--- config.mk ---
export PLATFORM = sky130hd
export DESIGN_NAME = frame_buffer_arbiter
export DESIGN_NICKNAME = d
export VERILOG_FILES = /design/src/rtl/frame_buffer_arbiter.sv
export SDC_FILE = /design/constraint.sdc
export NUM_CORES = 1
export LEC_CHECK = 0
export ABC_AREA = 1
export CAP_MARGIN = 5
export CORE_UTILIZATION = 65
export CTS_CLUSTER_DIAMETER = 60
export DETAILED_ROUTE_END_ITERATION = 8
export DONT_BUFFER_PORTS = 1
export GPL_ROUTABILITY_DRIVEN = 0
export PLACE_DENSITY = 0.78
export SYNTH_ARGS = -nofsm -noshare
export SYNTH_HDL_FRONTEND = slang
export SYNTH_SLANG_ARGS = --single-unit
export TNS_END_PERCENT = 20
--- constraint.sdc ---
create_clock -name I_clk -period 3 [get_ports I_clk]
set_input_delay 0.45 -clock I_clk [delete_from_list [all_inputs] [get_ports I_clk]]
set_output_delay 0.45 -clock I_clk [all_outputs]
set_load 0.005 [all_outputs]
--- src/rtl/frame_buffer_arbiter.sv ---
// Triple-buffered frame scheduler: shares one memory command port between the camera
// write path and the display read path, and rotates three frame banks between them.
module frame_buffer_arbiter #(
    parameter int OFS_W       = 20,
    parameter int FRAME_WORDS = 921600,
    parameter int BURST_LEN   = 32,
    parameter int LVL_W       = 10,
    parameter int RD_DEPTH    = 512,
    parameter int WR_URGENT   = 384
) (
    input  logic             I_clk,
    input  logic             I_rst,
    input  logic             I_wr_frame_start,
    input  logic             I_rd_frame_start,
    input  logic [LVL_W-1:0] I_wr_fifo_level,
    input  logic [LVL_W-1:0] I_rd_fifo_level,
    output logic             O_cmd_valid,
    input  logic             I_cmd_ready,
    output logic             O_cmd_we,
    output logic [OFS_W+1:0] O_cmd_addr,
    input  logic             I_burst_done,
    output logic [1:0]       O_wr_bank,
    output logic [1:0]       O_rd_bank,
    output logic             O_latest_valid,
    output logic [7:0]       O_drop_cnt
);
    typedef enum logic [1:0] {S_IDLE, S_ISSUE, S_WAIT_DONE} state_t;

    localparam int CNT_W = OFS_W + 1;
    localparam logic [CNT_W-1:0]   C_FRAME    = CNT_W'(FRAME_WORDS);
    localparam logic [CNT_W-1:0]   C_BURST    = CNT_W'(BURST_LEN);
    localparam logic [LVL_W-1:0]   C_WR_MIN   = LVL_W'(BURST_LEN);
    localparam logic [LVL_W-1:0]   C_WR_URG   = LVL_W'(WR_URGENT);
    localparam logic [LVL_W+1:0]   C_RD_LIMIT = (LVL_W+2)'(RD_DEPTH - BURST_LEN);

    state_t           r_state;
    logic             r_wr_pend, r_rd_pend;
    logic             r_wr_active, r_rd_active;
    logic [CNT_W-1:0] r_wr_ofs, r_rd_ofs;
    logic [1:0]       r_wr_bank, r_rd_bank, r_latest;
    logic             r_latest_valid;
    logic [7:0]       r_drop_cnt;
    logic             r_cmd_valid, r_cmd_we;
    logic [OFS_W+1:0] r_cmd_addr;

    logic             w_apply, w_wr_elig, w_rd_elig, w_grant_wr, w_grant_rd;
    logic [1:0]       w_rd_bank_nxt;

    // Lowest bank that is neither being displayed nor holding the newest frame.
    function automatic logic [1:0] f_pick_wr_bank(input logic [1:0] rd, input logic [1:0] lt,
                                                  input logic lv);
        if (rd != 2'd0 && !(lv && lt == 2'd0))
            return 2'd0;
        else if (rd != 2'd1 && !(lv && lt == 2'd1))
            return 2'd1;
        else
            return 2'd2;
    endfunction

    assign w_apply       = (r_state == S_IDLE) && (r_wr_pend || r_rd_pend);
    assign w_rd_bank_nxt = (r_rd_pend && r_latest_valid) ? r_latest : r_rd_bank;
    assign w_wr_elig     = r_wr_active && (r_wr_ofs < C_FRAME) && (I_wr_fifo_level >= C_WR_MIN);
    assign w_rd_elig     = r_rd_active && (r_rd_ofs < C_FRAME) &&
                           ({2'b00, I_rd_fifo_level} <= C_RD_LIMIT);
    assign w_grant_wr    = w_wr_elig && ((I_wr_fifo_level >= C_WR_URG) || !w_rd_elig);
    assign w_grant_rd    = w_rd_elig && !w_grant_wr;

    always_ff @(posedge I_clk) begin
        if (I_rst) begin
            r_state        <= S_IDLE;
            r_wr_pend      <= 1'b0;
            r_rd_pend      <= 1'b0;
            r_wr_active    <= 1'b0;
            r_rd_active    <= 1'b0;
            r_wr_ofs       <= '0;
            r_rd_ofs       <= '0;
            r_wr_bank      <= 2'd1;
            r_rd_bank      <= 2'd0;
            r_latest       <= 2'd0;
            r_latest_valid <= 1'b0;
            r_drop_cnt     <= 8'd0;
            r_cmd_valid    <= 1'b0;
            r_cmd_we       <= 1'b0;
            r_cmd_addr     <= '0;
        end else begin
            // A pulse landing on an already-set flag merges with it.
            r_rd_pend <= r_rd_pend ? !w_apply : I_rd_frame_start;
            r_wr_pend <= r_wr_pend ? !w_apply : I_wr_frame_start;
            case (r_state)
                S_IDLE: begin
                    if (w_apply) begin
                        if (r_rd_pend) begin
                            r_rd_bank   <= w_rd_bank_nxt;
                            r_rd_ofs    <= '0;
                            r_rd_active <= 1'b1;
                        end
                        if (r_wr_pend) begin
                            if (r_wr_active && r_wr_ofs < C_FRAME && r_drop_cnt != 8'hFF)
                                r_drop_cnt <= r_drop_cnt + 8'd1;
                            r_wr_bank   <= f_pick_wr_bank(w_rd_bank_nxt, r_latest, r_latest_valid);
                            r_wr_ofs    <= '0;
                            r_wr_active <= 1'b1;
                        end
                    end else if (w_grant_wr || w_grant_rd) begin
                        r_cmd_valid <= 1'b1;
                        r_cmd_we    <= w_grant_wr;
                        r_cmd_addr  <= w_grant_wr ? {r_wr_bank, r_wr_ofs[OFS_W-1:0]}
                                                  : {r_rd_bank, r_rd_ofs[OFS_W-1:0]};
                        r_state     <= S_ISSUE;
                    end
                end
                S_ISSUE: begin
                    if (I_cmd_ready) begin
                        r_cmd_valid <= 1'b0;
                        if (r_cmd_we)
                            r_wr_ofs <= r_wr_ofs + C_BURST;
                        else
                            r_rd_ofs <= r_rd_ofs + C_BURST;
                        r_state <= S_WAIT_DONE;
                    end
                end
                S_WAIT_DONE: begin
                    if (I_burst_done) begin
                        if (r_cmd_we && r_wr_ofs == C_FRAME) begin
                            r_latest       <= r_wr_bank;
                            r_latest_valid <= 1'b1;
                            r_wr_active    <= 1'b0;
                        end
                        if (!r_cmd_we && r_rd_ofs == C_FRAME)
                            r_rd_active <= 1'b0;
                        r_state <= S_IDLE;
                    end
                end
                default: r_state <= S_IDLE;
            endcase
        end
    end

    assign O_cmd_valid    = r_cmd_valid;
    assign O_cmd_we       = r_cmd_we;
    assign O_cmd_addr     = r_cmd_addr;
    assign O_wr_bank      = r_wr_bank;
    assign O_rd_bank      = r_rd_bank;
    assign O_latest_valid = r_latest_valid;
    assign O_drop_cnt     = r_drop_cnt;

endmodule

Word level (Yosys, flattened, before mapping)
Index checks and enable logic that the tools add are counted.

Output and inout port bits: 37. Word-level logic and storage cells: 117. Input bits: 26. Bits in registers: 87.

Reductions and logical operators: 40. Bitwise logic cells: 1. Eq/ne operators: 18. Multiplexer cells: 35. Order comparisons: 5. Add/subtract/negate cells: 3.

Operators by type and width (number): $mux W21 (8); $pmux W21 S2 (2); $add A21 B6 Y21 const B (2); $eq A21 B20 Y1 const B (2); $lt A21 B20 Y1 const B (2); $mux W22 (1); $ne A2 B2 Y1 const B (10); $reduce_and A5 Y1 (4); $logic_and A1 B1 Y1 (15); $mux W2 (7); $mux W1 (13); $reduce_and A3 Y1 (4); $reduce_and A4 Y1 (3); $ge A10 B6 Y1 const B (1); $ge A10 B9 Y1 const B (1); $le A10 B9 Y1 const B (1); $add A8 B1 Y8 const B (1); $ne A8 B8 Y1 const B (1); $logic_not A1 Y1 (6); $pmux W1 S2 (3); $pmux W2 S3 (1); $reduce_bool A2 Y1 (3); $eq A2 B1 Y1 const B (2); $logic_not A2 Y1 (2); 4 further kinds (7).

Logic depth before layout (Yosys ltp)
Depth after elaboration: 12. Gate-level depth with buffers: 12. Gate-level depth less buffers: 11.

Worst setup path before layout
OpenSTA, ideal clock, no wires.

Path kind: input to register. Start point: in I_rd_fifo_level[2]. End point: reg r_cmd_addr[14] (netlist: O_cmd_addr[14]). Buffers on the path: 1. Setup slack: 1.512 ns. Arrival time: 1.379 ns. Stages: 9. Library setup time: 0.109 ns. Required time: 2.891 ns. Cell sequence: nor2_1 -> nand3b_1 -> nand2_1 -> nand3_2 -> a21oi_4 -> buf_6 -> nand3_1 -> nand2_1 -> inv_1.

Word-level cells in the longest chain between the ends: 9. Elaborated cells between the ends (all ways): 10. Classes of those cells: order compare (1); mux (1); reduce/logical (8).

RTL lines: start, declared (line 16) `input logic [LVL_W-1:0] I_rd_fifo_level,`; $le A10 B9 Y1 * (line 64) `({2'b00, I_rd_fifo_level} <= C_RD_LIMIT);`; $logic_and A1 B1 Y1 * (line 63) `assign w_rd_elig = r_rd_active && (r_rd_ofs < C_FRAME) &&`; $logic_not A1 Y1 (line 65) `assign w_grant_wr = w_wr_elig && ((I_wr_fifo_level >= C_WR_URG) || !w_rd_elig);`; $logic_or A1 B1 Y1 (line 65); $logic_and A1 B1 Y1 (line 65); $logic_not A1 Y1 (line 66) `assign w_grant_rd = w_rd_elig && !w_grant_wr;`; $logic_and A1 B1 Y1 (line 66); $logic_or A1 B1 Y1 (line 104) `end else if (w_grant_wr || w_grant_rd) begin`; $reduce_and A3 Y1 (no source line); end signal, assigned (line 107) `r_cmd_addr <= w_grant_wr ? {r_wr_bank, r_wr_ofs[OFS_W-1:0]}`; end, declared (line 44) `logic [OFS_W+1:0] r_cmd_addr;`.

Every way passes the cells marked *; elsewhere a longest branch is shown, timed or not. A chain may end at the register's enable or synchronous reset.

Worst setup path after layout
Start point: reg r_state[1]. End point: reg r_rd_ofs[12].

Word-level cells in the longest chain between the ends: 4. Elaborated cells between the ends (all ways): 10. Classes of those cells: eq/ne (5); mux (1); reduce/logical (4).

RTL lines: start, declared (line 36) `state_t r_state;`; start signal, assigned (line 70) `r_state <= S_IDLE;`; start signal, assigned (line 109) `r_state <= S_ISSUE;`; start signal, assigned (line 119) `r_state <= S_WAIT_DONE;`; $logic_not A2 Y1 (line 60, 89); $logic_and A1 B1 Y1 (line 60) `assign w_apply = (r_state == S_IDLE) && (r_wr_pend || r_rd_pend);`; $ne A2 B2 Y1 (no source line); $reduce_and A5 Y1 (no source line); end signal, assigned (line 118) `r_rd_ofs <= r_rd_ofs + C_BURST;`; end, declared (line 39) `logic [CNT_W-1:0] r_wr_ofs, r_rd_ofs;`.

Several ways; a longest one is shown, not always the timed one.

==> impl_metrics.csv <==
group,metric,value,unit
layout,final_common_cell,"nand2_1",
sta,hold_viol,0,
detailed_routing,first_pass_iters,5,
outcome,status,"finished, final reports clean",
sta,rsz0062_at_grt,"no",
power_and_ir_drop,leakage,1.65,nW
clocking,cts_buffers,9,
sta,clock_skew,0.0111,ns
die,die-width,80.8,µm
detailed_routing,via_per_inst,5.75,
synthesis,seq_area_frac_synth,35.7,%
die,start_util,67.8,%
sta,maxSlewHeadroom,56.9,%
synthesis,syn_area_per_cell,6.60,µm²
placement,place_ws,1.03,ns
detailed_routing,wl_per_cell,14.1,µm
clocking,postCtsSetupBuffers,0,
layout,area_growth,4.90,%
layout,multi_input_area,2110,µm²
sta,tightest_slew,0.645,ns
worst_setup_path,start_kind,"flip-flop",
power_and_ir_drop,powerDensity,531,nW/µm²
power_and_ir_drop,power_switching,0.610,mW
worst_setup_path,r2r_start,"r_state[1]",
worst_setup_path,crit_fanout,16,
synthesis,synthCells,612,
clocking,clock_path_buffers,2,
synthesis,synth_seq_cells,72,
clocking,insertion_delay,0.35,ns
layout,ff_latch_area,1440,µm²
clocking,clk_pin_slew_worst_paths,0.07,ns
sta,fin_crit_sh,66.8,%
worst_setup_path,worstPathRequired,3.24,ns
die,rows,28,
worst_setup_path,rr_worst_depth,12,
power_and_ir_drop,p_comb_share,12.2,%
grt,grt_usage,31.5,%
layout,fill_cells,549,
sta,setup-tns-final,0,ns
synthesis,syn_area,4040,µm²
power_and_ir_drop,switching_share,27.1,%
grt,grt_pass1_wl,15.9,mm
layout,nets,634,
synthesis,synth.distinct_cells,41,
job,maxCapViolations,0,
die,chipHeight,80.8,µm
placement,dp.final_hpwl,7.04,mm
detailed_routing,routed-via-count,3940,
clocking,cts_hold_buffers,0,
layout,drive_gt1_share,7.38,%
worst_setup_path,r2r-end,"r_rd_ofs[12]",
clocking,cts_htree_levels,3,
clocking,cts_tree,"built",
clocking,clk_root_buffer_cell,"clkbuf_8",
placement,io_buffer_count,0,
power_and_ir_drop,clkPwrFrac,40.9,%
detailed_routing,ant_nets,0,
power_and_ir_drop,p_seq_share,47.0,%
grt,grt_start_max_net_pins,41,
detailed_routing,drtIter0Drc,306,
die,core_region_area,5960,µm²
hold_path,hold_path_end,"O_latest_valid",
hold_path,hold_path_depth,1,
synthesis,synth_warnings,0,
clocking,post_cts_resized,0,
sta,period_needed,2.00,ns
power_and_ir_drop,p_int,1.64,mW
grt,grt_pass1_vias,3575,
detailed_routing,drcViolationCount,0,
hold_path,hold_class,"input port to flip-flop",
worst_setup_path,cp.arrival,2.25,ns
hold_path,hold_start,"I_rst",
sta,setup_viol,0,
worst_setup_path,ff2ff_setup_slack,1.0,ns
layout,layout_common_cells,"nand2_1, inv_1, dfxtp_1",
die,floorplan.die_area,6530,µm²
detailed_routing,wirelength,9.64,mm
clocking,cts_sinks,72,
layout,antenna_cells,0,
die,io_pins,63,
worst_setup_path,critPathKind,"flip-flop to flip-flop",
power_and_ir_drop,vdd_ir_drop_max,379,µV
worst_setup_path,end_kind,"flip-flop",
grt,antenna_found_initial,0,
sta,report.final.slew_viol_count,0,
grt,grt_remaining_overflow,0,
sta,setup_ws,0.996,ns
sta,fmax,499,MHz
critical path, cell delays in order (launching register included):
cell	delay (ns)
dfxtp_1	0.39
inv_2	0.07
nand2_2	0.09
inv_2	0.14
nand2_1	0.15
nand2_1	0.07
buf_4	0.18
inv_1	0.26
nand2_1	0.16
nor3_1	0.21
nand2_1	0.07
nand2_1	0.06
nor2_1	0.04
cell usage after synthesis, drive strengths merged:
library cell / count / area [µm²]
nand4: 29 / 196
clkbuf: 5 / 18.8
o21bai: 1 / 7.51
a21oi: 57 / 297
inv: 92 / 348
o31ai: 1 / 7.51
nor3: 15 / 80.1
nor4: 2 / 12.5
conb: 1 / 3.75
o211a: 1 / 10.0
ha: 3 / 37.5
or2: 1 / 6.26
a31oi: 1 / 6.26
nand2: 145 / 572
dfxtp: 72 / 1440
nor2: 73 / 307
xnor2: 1 / 8.76
o32ai: 2 / 17.5
o21ai: 24 / 120
nand3b: 2 / 15.0
buf: 18 / 135
xor2: 1 / 8.76
and3: 3 / 18.8
nand3: 56 / 313
a31o: 3 / 26.3
a211oi: 3 / 22.5
through the flow:
step                      cell area [µm²]  hold WS [ns]  power, mW  cells  util (%)
after floorplan                      4050         0.441       1.31    616         -
after global placement               4000         0.448       1.34    669      67.1
after detailed placement             4000         0.450       1.35    669      67.1
after CTS                            4230         0.157       2.26    685      71.1
after global routing                 4230         0.158       2.33    685      71.1
final                                4230         0.174       2.25    685      71.1
power by group through the flow:
stage	sequential, mW	clock (mW)	combinational, mW
CTS	1.06	0.928	0.271
global placement	1.08	0	0.260
finish	1.06	0.919	0.274
global route	1.06	0.958	0.309
detailed placement	1.08	0	0.270
floorplan	1.06	0	0.245
registers in the layout, summed over array words and instances (netlist names):
signal	flops
r_wr_pend	1
r_wr_ofs	16
r_latest	2
r_rd_active	1
r_rd_ofs	16
O_latest_valid	1
O_rd_bank	2
r_wr_active	1
O_drop_cnt	8
O_cmd_addr	17
r_state	2
O_wr_bank	2
O_cmd_valid	1
r_rd_pend	1
O_cmd_we	1
worst max path at each step:
stage / end / slack (ns) / from
5_1_grt: r_rd_ofs[12] / 0.82 / r_state[1]
3_5_place_dp: r_rd_ofs[12] / 1.03 / r_state[1]
4_1_cts: r_rd_ofs[12] / 1.02 / r_state[1]
3_3_place_gp: r_rd_ofs[12] / 1.08 / r_state[1]
6_report: r_rd_ofs[12] / 1.0 / r_state[1]
2_1_floorplan: O_cmd_addr[14] / 1.51 / I_rd_fifo_level[2]
area by class of cell:
class	instances	area share (%)
Multi-Input combinational cell	429	49.8
Sequential cell	72	34.0
Clock inverter	6	2.54
Clock buffer	10	3.01
Inverter	92	8.22
Timing Repair Buffer	1	0.177
Tap cell	75	2.22
routing by layer:
layer,up-vias,global-route usage (%),share of wire [%]
met5,-,0,0
met4,0,13.0,2.8
met3,35,5.51,7.2
met2,167,52.0,46
met1,1760,40.4,44
li1,1978,-,-
kinds of logic after synthesis:
family	synth area share, %
and+or+nand+nor	37.7
adders and majority gates	0.930
buffers and inverters	12.4
xor gates and xnor gates	0.434
other	0.0929
DFF	35.7
AOI/OAI and AO/OA	12.7
Power figures use the tool's default switching activity.
